**src/rtl/issue_dispatch_n_pkg.sv**
```systemverilog
// Shared types for the in-order N-wide issue stage: decoded slot, forward port and issued group entry.
package issue_dispatch_n_pkg;
   localparam int ISSUE_WIDTH_DEF = 2;
   localparam int FWD_STAGES_DEF  = 3;
   localparam int LAT_W_DEF       = 3;
   localparam int NREGS_DEF       = 32;
   localparam int XLEN            = 32;
   localparam int REG_W           = 5;

   typedef struct packed {
      logic                       valid;
      logic [XLEN-1:0]            pc;
      logic [1:0][REG_W-1:0]      rs;
      logic [1:0]                 rs_en;
      logic [REG_W-1:0]           rd;
      logic                       rd_en;
      logic [XLEN-1:0]            imm;
      logic [LAT_W_DEF-1:0]       lat;
      logic                       is_mem;
      logic                       is_serial;
      logic [7:0]                 op;
   } slot_t;

   typedef struct packed {
      logic                       we;
      logic [REG_W-1:0]           addr;
      logic [XLEN-1:0]            data;
   } fwd_t;

   typedef struct packed {
      logic                       valid;
      logic [XLEN-1:0]            pc;
      logic [7:0]                 op;
      logic [1:0][XLEN-1:0]       src;
      logic [REG_W-1:0]           rd;
      logic                       rd_en;
   } issue_t;

   // A write to r0 never matches anything: it is hard-wired zero.
   function automatic logic reg_hit(input logic en, input logic [REG_W-1:0] wr,
                                    input logic [REG_W-1:0] rd_reg);
      return en && (wr != '0) && (wr == rd_reg);
   endfunction
endpackage

```
**src/rtl/issue_dispatch_n_if.sv**
```systemverilog
// Decode-queue / forwarding / EX bundle seen by the issue stage.
interface issue_dispatch_n_if
   import issue_dispatch_n_pkg::*;
#(
   parameter int ISSUE_WIDTH = ISSUE_WIDTH_DEF,
   parameter int FWD_STAGES  = FWD_STAGES_DEF
) ();
   slot_t  [ISSUE_WIDTH-1:0]                  slot_i;
   logic   [ISSUE_WIDTH-1:0][1:0][XLEN-1:0]   rf_data_i;
   fwd_t   [FWD_STAGES-1:0][ISSUE_WIDTH-1:0]  fwd_i;
   logic   [ISSUE_WIDTH-1:0]                  accept_o;
   logic                                      stall_o;
   issue_t [ISSUE_WIDTH-1:0]                  ex_o;

   modport master (output slot_i, rf_data_i, fwd_i, input accept_o, stall_o, ex_o);
   modport slave  (input slot_i, rf_data_i, fwd_i, output accept_o, stall_o, ex_o);
endinterface

```
**src/rtl/issue_dispatch_n_scoreboard.sv**
```systemverilog
// Per-register countdown scoreboard: a register stays busy until its multi-cycle producer's counter drains.
module issue_scoreboard
   import issue_dispatch_n_pkg::*;
#(
   parameter int NREGS       = NREGS_DEF,
   parameter int LAT_W       = LAT_W_DEF,
   parameter int ISSUE_WIDTH = ISSUE_WIDTH_DEF
) (
   input  logic                                 clk,
   input  logic                                 rst,
   input  logic                                 clr,
   input  logic                                 hold,
   input  logic [ISSUE_WIDTH-1:0]               set_en,
   input  logic [ISSUE_WIDTH-1:0][REG_W-1:0]    set_rd,
   input  logic [ISSUE_WIDTH-1:0][LAT_W-1:0]    set_lat,
   output logic [NREGS-1:0]                     busy
);
   logic [LAT_W-1:0] cnt_p1 [NREGS];
   logic [LAT_W-1:0] cnt_d  [NREGS];

   // Decrement first, then new producers overwrite; ascending lane order lets the higher lane win.
   always_comb begin
      for (int r = 0; r < NREGS; r++)
         cnt_d[r] = (cnt_p1[r] != '0) ? cnt_p1[r] - LAT_W'(1) : '0;
      for (int k = 0; k < ISSUE_WIDTH; k++)
         if (set_en[k] && set_rd[k] != '0 && set_lat[k] > LAT_W'(1))
            cnt_d[set_rd[k]] = set_lat[k] - LAT_W'(1);
      cnt_d[0] = '0;
   end

   always_ff @(posedge clk) begin
      if (rst || clr) begin
         for (int r = 0; r < NREGS; r++) cnt_p1[r] <= '0;
      end else if (!hold) begin
         cnt_p1 <= cnt_d;
      end
   end

   always_comb
      for (int r = 0; r < NREGS; r++) busy[r] = (cnt_p1[r] != '0);
endmodule

```
**src/rtl/issue_dispatch_n.sv**
```systemverilog
// In-order N-wide issue: picks the longest legal prefix of decoded slots, resolves operands
// through the forwarding network and registers the issued group into EX.
module issue_dispatch_n
   import issue_dispatch_n_pkg::*;
#(
   parameter int ISSUE_WIDTH = ISSUE_WIDTH_DEF,
   parameter int FWD_STAGES  = FWD_STAGES_DEF,
   parameter int LAT_W       = LAT_W_DEF,
   parameter int NREGS       = NREGS_DEF
) (
   input  logic              clk,
   input  logic              rst,
   input  logic              pause,
   input  logic              flush,
   issue_dispatch_n_if.slave iss,
   output logic [31:0]       stall_cnt_o
);
   logic [ISSUE_WIDTH-1:0]                  legal;
   logic [ISSUE_WIDTH-1:0]                  accept;
   logic [NREGS-1:0]                        busy;
   logic [ISSUE_WIDTH-1:0][1:0][XLEN-1:0]   opnd;
   issue_t [ISSUE_WIDTH-1:0]                issue_d;
   issue_t [ISSUE_WIDTH-1:0]                ex_p1;
   logic [ISSUE_WIDTH-1:0]                  sb_set;
   logic [ISSUE_WIDTH-1:0][REG_W-1:0]       sb_rd;
   logic [ISSUE_WIDTH-1:0][LAT_W-1:0]       sb_lat;
   logic                                    go;

   assign go = !pause && !flush && !rst;

   // Legality is a prefix: once a slot fails, every younger slot fails with it.
   always_comb begin
      logic ok, prev_ok, mem_seen;
      legal    = '0;
      prev_ok  = 1'b1;
      mem_seen = 1'b0;
      for (int k = 0; k < ISSUE_WIDTH; k++) begin
         ok = iss.slot_i[k].valid && prev_ok;
         for (int j = 0; j < 2; j++) begin
            if (iss.slot_i[k].rs_en[j] && iss.slot_i[k].rs[j] != '0 && busy[iss.slot_i[k].rs[j]])
               ok = 1'b0;
            for (int e = 0; e < k; e++)
               if (iss.slot_i[k].rs_en[j] &&
                   reg_hit(iss.slot_i[e].rd_en, iss.slot_i[e].rd, iss.slot_i[k].rs[j]))
                  ok = 1'b0;
         end
         if (iss.slot_i[k].is_mem && mem_seen) ok = 1'b0;
         if (k != 0 && (iss.slot_i[k].is_serial || iss.slot_i[0].is_serial)) ok = 1'b0;
         legal[k] = ok;
         prev_ok  = ok;
         mem_seen = mem_seen | iss.slot_i[k].is_mem;
      end
   end

   // Oldest stage scanned first so stage 0 (and the higher lane within a stage) overrides last.
   always_comb begin
      for (int k = 0; k < ISSUE_WIDTH; k++) begin
         for (int j = 0; j < 2; j++) begin
            opnd[k][j] = iss.rf_data_i[k][j];
            for (int s = FWD_STAGES - 1; s >= 0; s--)
               for (int l = 0; l < ISSUE_WIDTH; l++)
                  if (reg_hit(iss.fwd_i[s][l].we, iss.fwd_i[s][l].addr, iss.slot_i[k].rs[j]))
                     opnd[k][j] = iss.fwd_i[s][l].data;
            if (iss.slot_i[k].rs[j] == '0) opnd[k][j] = '0;
            if (!iss.slot_i[k].rs_en[j])   opnd[k][j] = iss.slot_i[k].imm;
         end
      end
   end

   always_comb begin
      for (int k = 0; k < ISSUE_WIDTH; k++) begin
         issue_d[k] = '0;
         if (legal[k]) begin
            issue_d[k].valid = 1'b1;
            issue_d[k].pc    = iss.slot_i[k].pc;
            issue_d[k].op    = iss.slot_i[k].op;
            issue_d[k].src   = opnd[k];
            issue_d[k].rd    = iss.slot_i[k].rd;
            issue_d[k].rd_en = iss.slot_i[k].rd_en;
         end
         sb_set[k] = accept[k] && iss.slot_i[k].rd_en;
         sb_rd[k]  = iss.slot_i[k].rd;
         sb_lat[k] = LAT_W'(iss.slot_i[k].lat);
      end
   end

   assign accept       = go ? legal : '0;
   assign iss.accept_o = accept;
   assign iss.stall_o  = !rst && !flush && iss.slot_i[0].valid && !legal[0];
   assign iss.ex_o     = ex_p1;

   // Stage boundary: issue -> EX.
   always_ff @(posedge clk) begin
      if (rst || flush)  ex_p1 <= '0;
      else if (!pause)   ex_p1 <= issue_d;
   end

   always_ff @(posedge clk) begin
      if (rst)
         stall_cnt_o <= '0;
      else if (iss.stall_o && !pause && stall_cnt_o != 32'hFFFF_FFFF)
         stall_cnt_o <= stall_cnt_o + 32'd1;
   end

   issue_scoreboard #(.NREGS(NREGS), .LAT_W(LAT_W), .ISSUE_WIDTH(ISSUE_WIDTH)) u_sb (
      .clk     (clk),
      .rst     (rst),
      .clr     (flush),
      .hold    (pause),
      .set_en  (sb_set),
      .set_rd  (sb_rd),
      .set_lat (sb_lat),
      .busy    (busy)
   );
endmodule

```
**src/flat_wrapper.sv**
```systemverilog
// flat-port wrapper written by rule: the top's interface ports become plain ports
module issue_dispatch_n_flat import issue_dispatch_n_pkg::*;
#(
   parameter int ISSUE_WIDTH = ISSUE_WIDTH_DEF,
   parameter int FWD_STAGES  = FWD_STAGES_DEF,
   parameter int LAT_W       = LAT_W_DEF,
   parameter int NREGS       = NREGS_DEF
)
  (clk, rst, pause, flush, stall_cnt_o, iss_slot_i, iss_rf_data_i, iss_fwd_i, iss_accept_o, iss_stall_o, iss_ex_o);
  issue_dispatch_n_if #(.ISSUE_WIDTH(ISSUE_WIDTH), .FWD_STAGES(FWD_STAGES)) iss_i ();
  input  logic clk;
  input  logic rst;
  input  logic pause;
  input  logic flush;
  output logic [31:0] stall_cnt_o;
  input wire logic [$bits(iss_i.slot_i)-1:0] iss_slot_i;
  input wire logic [$bits(iss_i.rf_data_i)-1:0] iss_rf_data_i;
  input wire logic [$bits(iss_i.fwd_i)-1:0] iss_fwd_i;
  output wire logic [$bits(iss_i.accept_o)-1:0] iss_accept_o;
  output wire logic [$bits(iss_i.stall_o)-1:0] iss_stall_o;
  output wire logic [$bits(iss_i.ex_o)-1:0] iss_ex_o;
  assign iss_i.slot_i = iss_slot_i;
  assign iss_i.rf_data_i = iss_rf_data_i;
  assign iss_i.fwd_i = iss_fwd_i;
  assign iss_accept_o = iss_i.accept_o;
  assign iss_stall_o = iss_i.stall_o;
  assign iss_ex_o = iss_i.ex_o;
  issue_dispatch_n #(.ISSUE_WIDTH(ISSUE_WIDTH), .FWD_STAGES(FWD_STAGES), .LAT_W(LAT_W), .NREGS(NREGS)) u_core (.clk(clk), .rst(rst), .pause(pause), .flush(flush), .iss(iss_i), .stall_cnt_o(stall_cnt_o));
endmodule
```
**config.mk**
```make
export PLATFORM = sky130hd
export DESIGN_NAME = issue_dispatch_n_flat
export DESIGN_NICKNAME = d
export VERILOG_FILES = /design/src/rtl/issue_dispatch_n_pkg.sv /design/src/rtl/issue_dispatch_n_if.sv /design/src/rtl/issue_dispatch_n_scoreboard.sv /design/src/rtl/issue_dispatch_n.sv /design/src/flat_wrapper.sv
export SDC_FILE = /design/constraint.sdc
export NUM_CORES = 2
export LEC_CHECK = 0
export ABC_AREA = 0
export CAP_MARGIN = 25
export CORE_AREA = 2 2 311 313
export CTS_CLUSTER_SIZE = 12
export DETAILED_ROUTE_END_ITERATION = 10
export DIE_AREA = 0 0 313 315
export GPL_TIMING_DRIVEN = 0
export HOLD_SLACK_MARGIN = 0.06
export PLACE_DENSITY = 0.59
export SLEW_MARGIN = 10
export SYNTH_ARGS = -nofsm -noshare
export SYNTH_HDL_FRONTEND = slang
export SYNTH_HIERARCHICAL = 1
export SYNTH_SLANG_ARGS = --single-unit
```
**constraint.sdc**
```tcl
create_clock -name clk -period 10.3 [get_ports clk]
set_clock_uncertainty 0.1 [all_clocks]
set_input_delay 2.06 -clock clk [delete_from_list [all_inputs] [get_ports clk]]
set_output_delay 2.06 -clock clk [all_outputs]
set_load 0.1 [all_outputs]
```
==> flow_summary.ini <==
[timing]
setup_violations = 0
setup_ws_ns = 0.525
min_period_ns = 9.78
rsz0062_at_grt = false
slew_viol_final = 0
max_freq_ghz = 0.102
hold_slack_ns = 0.358
maxSlewHeadroom = 0.194
hold_viol = 0
worstMarginPinSlew_ns = 1.20
fin_crit_sh = 0.949
tns_ns = 0

[synth]
ys_seq_elements = 347
synth_area_leaders = dfxtp_1, a22o_1, o221ai_1, mux2i_1, a211oi_1
synth_top_area_frac = 0.270
synth_area_mm2 = 0.0257
synth_top_cell_by_area = dfxtp_1
yosysWarnings = 6
synth_nets = 3811
synthCells = 3192
ys_seq_area_frac = 0.270
synthFlopType = dfxtp_1
avgSynthCellArea_um2 = 8.06
synth_edf_count = 0
synthDistinctLibCells = 67
synth-async-reset-ratio = 0

[die]
initial_utilization = 0.269
io-pin-count = 809
die_y_um = 315
die_w_um = 313
die_area_mm2 = 0.0986
rows = 114
core_mm2 = 0.0957

[route]
drcViolationCount = 0
top_layer = met5
firstDrtPassIters = 6
postRouteAntennaNets = 0
wl_met2_um = 75400
vias = 31340
wl_per_cell_um = 31.4
drt_iter0_markers = 4034
wl_met1_um = 64600
wl_met3_um = 16900
drt_wl_total_um = 169000
routed_via_density = 5.83

[run]
maxCapViolCount = 0

[clock_network]
cts_max_level = 2
cts_resized = 0
cts_root_buffer = clkbuf_16
clk_latency_ns = 0.64
cts.clk_slew.worst_paths_ns = 0.06
cts_made_buffers = 45
hold_buffers = 0
cts_tree = yes
postCtsSetupRepairBufs = 0
cts.path.max_buffers = 3
clock-sinks = 347

[final_layout]
utilization = 0.388
layout.nets = 4644
drive_gt1_frac = 0.0601
finalInstanceArea_mm2 = 0.0371
n_fill_cell = 9900
final_cells = 5378
areaGrowthSynthToFinish_pct = 44.2

[critical_path]
critPathTopFamily = buffers and inverters
critical_path_arrival_ns = 7.62
crit_chain = clkdlybuf4s50_1, buf_2, mux4_2, mux2i_1, nand3_1, a32o_1, nor3_2, and4_1, buf_2, buf_4, buf_4, clkdlybuf4s50_1
crit_type = in -> out
critPathMaxStageDelay_ns = 1.21
critPathBufInv = 6
worst_setup_path_start_kind = primary input
rrSetupSlack_ns = 3.93
required_ns = 8.14
crit_slowest_cell = clkdlybuf4s50_1
critPathMaxFanout = 10
crit_cells = 12
end_kind = primary output
r2r_cells = 19

[grt]
grt_max_degree = 14
antenna_found_initial = 56
grt_pass1_vias = 30398
track_usage = 0.325
grt-ovfl-total = 0
grt_first_pass_wirelength_um = 230000

[place]
post-place-ws_ns = 0.530
place_inst = 5254
dpl_cell_area_mm2 = 0.0355
dp_hpwl_um = 130000
io_buffers = 763
gp_congestion = 1.05

[worst_hold_path]
worstHoldPathType = reg -> reg
min_path_cells = 1

[power]
p_leak_nw = 13.7
powerDensity_mw_per_mm2 = 108
power.total_mw = 4.00
peakVddDrop_mv = 0.123

[status]
status = finished clean
power breakdown:
part / leakage, nW / internal [mW] / total (mW) / switching [mW]
clock network: 0.753 / 0.943 / 1.68 / 0.740
registers: 2.80 / 1.36 / 1.37 / 0.0102
logic: 10.2 / 0.385 / 0.954 / 0.569
total: 13.7 / 2.68 / 4.00 / 1.32
synth_stat cells, types with 109 or more instances:
master,n
clkbuf_1,215
nor2b_1,143
mux2i_1,181
a211oi_1,230
nand2_1,245
a21oi_1,175
dfxtp_1,347
nor2_1,250
a22o_1,219
o21ai_0,109
o221ai_1,216
inv_1,142
cell type report:
class / instances / area [um^2] / area share
inverters: 142 / 533 / 0.0144
multi-input cells: 2386 / 16900 / 0.456
well taps: 1276 / 1600 / 0.0430
clock buffers: 60 / 1290 / 0.0348
flip-flops and latches: 347 / 6950 / 0.187
diodes: 41 / 103 / 0.00276
repair buffers: 786 / 8130 / 0.219
plain buffers: 317 / 1360 / 0.0366
clock inverters: 23 / 239 / 0.00644
layout by cell type (no fill, tap or decap), drive strengths merged, types with 6 or more instances in the layout:
cell           synthesis  routed
a22o                 219     219
buf                  102     125
a31oi                  6       6
nand3                 49      49
ha                    67      67
a221oi                31      31
clkdlybuf4s50          0     763
o31ai                  6       6
mux2i                181     181
nand3b                10      10
xnor2                 78      78
or3                    9       9
a311oi                34      34
and3                  13      13
nor3                  13      13
nand2                245     245
inv                  142     145
xor2                  64      64
a211oi               230     230
diode                  0      41
mux4                  24      24
or4                   26      26
dfxtp                347     347
o21ai                187     187
nor2b                143     143
a21oi                175     175
clkbuf               215     275
nor2                 260     260
a32oi                  6       6
nor4                  16      16
clkinv                 0      15
nand4                 14      14
o221ai               216     216
and2                   8       8
or2                    6       6
kinds of logic (layout without fill, tap and decap cells):
family	after synthesis	after routing	share of synthesized area
compound gates	1139	1139	0.327
simple gates	828	828	0.155
buf+inv	459	1328	0.0734
flops	347	347	0.270
mux	209	209	0.0931
xor+xnor	142	142	0.0483
fa+ha+maj	67	67	0.0326
other cells	1	42	0.000146
per-layer routing:
| metal | vias up | track usage |
|---|---|---|
| met5 | - | 0.00242 |
| met1 | 14962 | 0.383 |
| met3 | 550 | 0.0978 |
| met2 | 2135 | 0.521 |
| li1 | 13667 | - |
| met4 | 26 | 0.195 |
sequential cells by signal, indices dropped and copies added (netlist names):
name / count
u_core/u_sb/cnt_p1: 93
u_core/stall_cnt_o: 32
u_core/iss.ex_o: 222
worst paths after layout:
path,from,end
setup / recovery,iss_slot_i[54],iss_accept_o[1]
hold / removal,u_core/iss.ex_o[221],u_core/iss.ex_o[221]
setup reg to reg,u_core/u_sb/cnt_p1[0],u_core/u_sb/cnt_p1[39]
hold reg to reg,u_core/iss.ex_o[221],u_core/iss.ex_o[221]
Power figures use the tool's default switching activity.
